--- config.mk ---
export PLATFORM = sky130hd
export DESIGN_NAME = sonar_array
export DESIGN_NICKNAME = d
export VERILOG_FILES = /design/src/rtl/sonar_array.sv
export SDC_FILE = /design/constraint.sdc
export NUM_CORES = 1
export LEC_CHECK = 0
export CORE_ASPECT_RATIO = 1.25
export CORE_MARGIN = 2
export CORE_UTILIZATION = 55
export DETAILED_ROUTE_END_ITERATION = 8
export DONT_BUFFER_PORTS = 1
export GPL_TIMING_DRIVEN = 0
export PLACE_DENSITY = 0.81
export SLEW_MARGIN = 0
export SYNTH_ARGS = -nofsm -noshare
export SYNTH_HDL_FRONTEND = slang
export SYNTH_SLANG_ARGS = --single-unit
--- constraint.sdc ---
create_clock -name clk -period 3.55 [get_ports clk]
set_input_delay 0.71 -clock clk [delete_from_list [all_inputs] [get_ports clk]]
set_output_delay 0.71 -clock clk [all_outputs]
set_load 0.02 [all_outputs]
--- src/rtl/sonar_array.sv ---
`default_nettype none
// ==========================================================================
// sonar_array : round-robin multi-channel ultrasonic trigger/echo ranging
// Revision    : 1.0
// ==========================================================================
module sonar_array #(
    parameter int NUM_CH       = 4,
    parameter int DIST_W       = 14,
    parameter int DIV          = 29,
    parameter int TRIG_CYCLES  = 500,
    parameter int RISE_TIMEOUT = 1_500_000,
    parameter int GAP_CYCLES   = 100_000,
    parameter int CH_W         = (NUM_CH > 1) ? $clog2(NUM_CH) : 1
) (
    input  logic                     clk,
    input  logic                     reset,
    input  logic                     enable,
    input  logic [NUM_CH-1:0]        ch_mask,
    input  logic [NUM_CH-1:0]        echo,
    output logic [NUM_CH-1:0]        trig,
    output logic [NUM_CH*DIST_W-1:0] distance,
    output logic [NUM_CH-1:0]        overflow,
    output logic [NUM_CH-1:0]        no_echo,
    output logic                     valid,
    output logic [CH_W-1:0]          valid_ch,
    output logic                     busy
);

    localparam int TMR_MAX0 = (TRIG_CYCLES > GAP_CYCLES) ? TRIG_CYCLES : GAP_CYCLES;
    localparam int TMR_MAX  = (RISE_TIMEOUT > TMR_MAX0) ? RISE_TIMEOUT : TMR_MAX0;
    localparam int TMR_W    = $clog2(TMR_MAX + 1);
    localparam int PRE_W    = $clog2(DIV);

    localparam logic [TMR_W-1:0]  TRIG_LAST = TMR_W'(TRIG_CYCLES - 1);
    localparam logic [TMR_W-1:0]  RISE_LAST = TMR_W'(RISE_TIMEOUT - 1);
    localparam logic [TMR_W-1:0]  GAP_LAST  = TMR_W'(GAP_CYCLES - 1);
    localparam logic [PRE_W-1:0]  PRE_LAST  = PRE_W'(DIV - 1);
    localparam logic [DIST_W-1:0] DIST_MAX  = '1;

    localparam logic [2:0] S_IDLE      = 3'd0;
    localparam logic [2:0] S_TRIG      = 3'd1;
    localparam logic [2:0] S_WAIT_RISE = 3'd2;
    localparam logic [2:0] S_MEASURE   = 3'd3;
    localparam logic [2:0] S_GAP       = 3'd4;

    logic [2:0]               state_q, state_d;
    logic [CH_W-1:0]          ch_q, ch_d;
    logic [TMR_W-1:0]         timer_q, timer_d;
    logic [PRE_W-1:0]         presc_q, presc_d;
    logic [DIST_W-1:0]        count_q, count_d;
    logic [NUM_CH-1:0]        sync1_q, sync1_d, sync2_q, sync2_d;
    logic [NUM_CH-1:0]        trig_q, trig_d;
    logic [NUM_CH*DIST_W-1:0] dist_q, dist_d;
    logic [NUM_CH-1:0]        ovf_q, ovf_d, noe_q, noe_d;
    logic                     valid_q, valid_d;
    logic [CH_W-1:0]          valid_ch_q, valid_ch_d;

    logic                     e_s;
    logic                     rise_to, fall_rec, sat_rec;
    logic [CH_W-1:0]          next_ch, next_idx;

    assign e_s = sync2_q[ch_q];

    // Lowest enabled channel strictly after the current one, wrapping.
    always_comb begin
        next_ch  = ch_q;
        next_idx = '0;
        for (int k = NUM_CH; k >= 1; k--) begin
            next_idx = CH_W'((int'(ch_q) + k) % NUM_CH);
            if (ch_mask[next_idx]) begin
                next_ch = next_idx;
            end
        end
    end

    always_comb begin
        rise_to  = (state_q == S_WAIT_RISE) && !e_s && (timer_q == RISE_LAST);
        fall_rec = (state_q == S_MEASURE) && !e_s;
        sat_rec  = (state_q == S_MEASURE) && e_s && (presc_q == PRE_LAST) &&
                   (count_q == DIST_MAX);
    end

    always_ff @(posedge clk or negedge reset) begin
        if (!reset) begin
            state_q    <= S_IDLE;
            ch_q       <= CH_W'(NUM_CH - 1);
            timer_q    <= '0;
            presc_q    <= '0;
            count_q    <= '0;
            sync1_q    <= '0;
            sync2_q    <= '0;
            trig_q     <= '0;
            dist_q     <= '0;
            ovf_q      <= '0;
            noe_q      <= '0;
            valid_q    <= 1'b0;
            valid_ch_q <= '0;
        end else begin
            state_q    <= state_d;
            ch_q       <= ch_d;
            timer_q    <= timer_d;
            presc_q    <= presc_d;
            count_q    <= count_d;
            sync1_q    <= sync1_d;
            sync2_q    <= sync2_d;
            trig_q     <= trig_d;
            dist_q     <= dist_d;
            ovf_q      <= ovf_d;
            noe_q      <= noe_d;
            valid_q    <= valid_d;
            valid_ch_q <= valid_ch_d;
        end
    end

    always_comb begin
        state_d = state_q;
        ch_d    = ch_q;
        timer_d = timer_q;
        presc_d = presc_q;
        count_d = count_q;
        sync1_d = echo;
        sync2_d = sync1_q;
        case (state_q)
            S_IDLE: begin
                timer_d = '0;
                if (enable && (|ch_mask)) begin
                    state_d = S_TRIG;
                    ch_d    = next_ch;
                end
            end
            S_TRIG: begin
                if (timer_q == TRIG_LAST) begin
                    state_d = S_WAIT_RISE;
                    timer_d = '0;
                end else begin
                    timer_d = timer_q + 1'b1;
                end
            end
            S_WAIT_RISE: begin
                // The rise cycle is itself a high cycle, so the prescaler starts at 1.
                if (e_s) begin
                    state_d = S_MEASURE;
                    presc_d = PRE_W'(1);
                    count_d = '0;
                end else if (rise_to) begin
                    state_d = S_GAP;
                    timer_d = '0;
                end else begin
                    timer_d = timer_q + 1'b1;
                end
            end
            S_MEASURE: begin
                if (fall_rec || sat_rec) begin
                    state_d = S_GAP;
                    timer_d = '0;
                end else if (presc_q == PRE_LAST) begin
                    presc_d = '0;
                    count_d = count_q + 1'b1;
                end else begin
                    presc_d = presc_q + 1'b1;
                end
            end
            S_GAP: begin
                if ((timer_q >= GAP_LAST) && !e_s) begin
                    timer_d = '0;
                    if (enable && (|ch_mask)) begin
                        state_d = S_TRIG;
                        ch_d    = next_ch;
                    end else begin
                        state_d = S_IDLE;
                    end
                end else if (timer_q < GAP_LAST) begin
                    timer_d = timer_q + 1'b1;
                end
            end
            default: state_d = S_IDLE;
        endcase
    end

    always_comb begin
        trig_d     = (state_d == S_TRIG) ? (NUM_CH'(1) << ch_d) : '0;
        dist_d     = dist_q;
        ovf_d      = ovf_q;
        noe_d      = noe_q;
        valid_d    = rise_to || fall_rec || sat_rec;
        valid_ch_d = valid_d ? ch_q : '0;
        if (valid_d) begin
            dist_d[int'(ch_q)*DIST_W +: DIST_W] = fall_rec ? count_q : DIST_MAX;
            ovf_d[ch_q]                         = sat_rec;
            noe_d[ch_q]                         = rise_to;
        end
    end

    assign trig     = trig_q;
    assign distance = dist_q;
    assign overflow = ovf_q;
    assign no_echo  = noe_q;
    assign valid    = valid_q;
    assign valid_ch = valid_ch_q;
    assign busy     = (state_q != S_IDLE);

endmodule
`default_nettype wire
==> results.md <==
* Clock root buffer: clkbuf_16
* CP arrival at 3680 ps
* Outcome: complete, no violations
* TNS Setup at 0 ps
* Die X at 100.5 um
* DR iter-0 viols at ~410
* DRC Markers at 0
* DP Area at ~0.0066 mm2
* # port buffers at 0
* Hpwl dp at 12.19 mm
* Area of the core at between 0.01 and 0.015 mm2
* Achievable frequency at 296.3 MHz
* Register area share after synthesis at 48.48%
* CP Launch Type: register
* Cells after synthesis at around 670
* Cell leakage power at about 3.2 nW
* Area Overhead vs Synth at 12.93%
* CTS sink count at 124
* Htree depth at 4
* Ys async rst share at 100.0%
* Rel. slew slack at between 30 and 40%
* Die Footprint at between 0.01 and 0.015 mm2
* Initial Util at a little under three fifths
* Final RePlAce weighted congestion at a little over 0.9
* Final instance area at about 0.0072 mm2
* Cell area after synthesis at roughly 0.0064 mm2
* Crit Path Max Fanout at 12
* Yosys cell types at 66
* TritonRoute pass-1 iters at 5
* Setup repair bufs after CTS at 0
* Most common cell after layout, fill and taps aside: dfrtp_1
* CTS buffer count at 17
* Via count at roughly 5,500
* Mapped Nets at just under 700
* Ys Warns at 0
* Largest net degree at the start of global routing at 123
* I/O pins at 83
* EDFF count, synth at 0
* Fin nets at a little over 700
* Die Height at approximately 120 um
* Final Critical Period at 3375 ps
* Vias/cell at between 6 and 7
* Total of max-cap violations at 0
* Worst Tran Pin Value at between 1000 and 1500 ps
* Final setup fails at 0
* Global-route wire length before repair at roughly 28 mm
* Final period utilization at a little over nine tenths
* Top FF cell, synth: dfrtp_1
* Initial antenna violation count at 0
* N_diodes at 0
* Post-route ant nets at 0
* CP Data Required Time at between 3000 and 4000 ps
* Worst-skew pair later-pin latency at 420 ps
* Site row count at 44
* RSZ-0062 raised after global routing: no
* CTS clk-pin slew, worst paths at 50 ps
* Commonest non-fill, non-tap cells in the layout: dfrtp_1 (122), nand2_1 (102), o21ai_0 (49), nor2_1 (48), o31ai_1 (40)
* Worst Hold Class: primary input to asynchronous set/reset pin
* Tot GR Track Use at between 20% and 30%
* Max Transition Viols Final at 0
* GRT overflow at 0
* Peak supply drop at 0.3067 mV
* Kind of critical path: register to register
* DR WL/cell at around 21 um
* Final Hold Vio Count at 0
* Share of layout cells above drive strength 1 at between 10% and 20%
* Post-synthesis register bit count at 124
* Clock Skew at roughly 8.5 ps
* Vias in the first global route at between 5,000 and 6,000
* Cell Pwr Density at ~450 mW/mm2
* Clock buffer depth at 2
* R2R depth at 11
* Syn Area/Cell at 9.576 um2
* Critical path capture point type: register
* CTS tree: done
* Routed WL at around 17 mm
[flip-flops by register name, indices dropped and copies added (netlist names), 3 cells and up]
name	cells
count_q	14
sync1_q	4
trig	4
presc_q	5
state_q	3
overflow	4
timer_q	21
no_echo	4
sync2_q	4
distance	56
[worst max-delay path, stage by stage (launching register included)]
cell and delay, ps:
dfstp_2 560, buf_2 270, inv_1 160, clkbuf_1 320, ha_1 430, buf_2 220, clkbuf_2 240, nor2_1 180
a211oi_1 70, o41ai_1 370, o31ai_2 210, and3b_1 230
[synth_stat cells (7+ instances only)]
master,instances,area (um2)
and3_1,9,56.30
inv_1,17,63.81
dfrtp_1,122,3053
xor2_1,11,96.34
nor3_1,9,45.04
o21ai_0,49,245.2
nand3_1,20,100.1
o21ai_1,7,35.03
a21oi_1,14,70.07
nor2b_1,7,43.79
nor2_1,48,180.2
clkbuf_1,29,108.9
nor4_1,8,50.05
buf_2,11,55.05
o31ai_1,41,307.8
nand2_1,102,382.9
a22o_1,20,175.2
nand4_1,9,56.30
ha_1,9,112.6
a21o_1,12,90.09
mux4_2,7,157.7
[where the power goes]
part / switching, W / internal [W] / leakage [nW]
logic: 0.0000320 / 0.00000707 / 1.21
registers: 0.00000123 / 0.00142 / 1.68
clock network: 0.000605 / 0.00123 / 0.305
[layer usage]
layer | GRT usage [%] | part of all wire, % | up-vias
li1 | - | - | 2475
met1 | 33.18 | 37 | 2698
met2 | 47.14 | 50 | 296
met3 | 7.015 | 8.0 | 65
met4 | 15.79 | 4.7 | 0
met5 | 0 | 0 | -
[worst paths after layout]
kind / startpoint / slack [ps] / endpoint
worst min register to register: sync1_q[2]$_DFF_PN0_ / 350 / sync2_q[2]$_DFF_PN0_
min in group clk: echo[2] / 320 / sync1_q[2]$_DFF_PN0_
max in group asynchronous: reset / 2850 / count_q[6]$_DFFE_PN0P_
worst min-delay path: reset / 130 / ch_q[1]$_DFF_PN1_
worst max register to register: ch_q[0]$_DFF_PN1_ / 180 / trig[3]$_DFF_PN0_
worst max-delay path: ch_q[0]$_DFF_PN1_ / 180 / trig[3]$_DFF_PN0_
[logic make-up after synthesis]
logic type / count (synthesis) / synth area share [%]
and+or+nand+nor: 252 / 18.69
AOI/OAI and AO/OA: 187 / 20.41
DFF: 124 / 48.48
buffers and inverters: 64 / 4.336
muxes: 18 / 4.277
xor gates and xnor gates: 15 / 2.051
adders and majority gates: 9 / 1.758
[area by class of cell]
cell class | instances | area (um2)
buffer | 47 | 216.5
clock buffer | 25 | 485.5
clock inverter | 7 | 135.1
fill | 881 | 4272
inverter | 17 | 63.81
multi-input combinational | 481 | 3028
sequential | 124 | 3105
tap | 138 | 172.7
timing repair buffer | 1 | 27.53
[timing repair]
action / CTS / global route
endpoints found under the hold margin: 122 / 0
hold buffers: 1 / 0
pin swaps: 0 / 0
setup endpoints to repair: 7 / 7
gates resized for setup: 1 / 3
[stage by stage]
stage | hold WS [ps] | std cells | util (%) | worst slack [ps] | total power [W]
final | 133.2 | 840 | 62.88 | 175.5 | 0.003291
after CTS | 128.5 | 840 | 62.82 | 22.15 | 0.003310
after global placement | 333.8 | 807 | 57.18 | -19.55 | 0.001454
after detailed placement | 336.4 | 807 | 57.18 | -236.3 | 0.001455
after global routing | 129.2 | 840 | 62.88 | 91.08 | 0.003370
after floorplan | 331.2 | 669 | - | 700.5 | 0.001453
No activity file was read; power rests on OpenSTA's default activity.
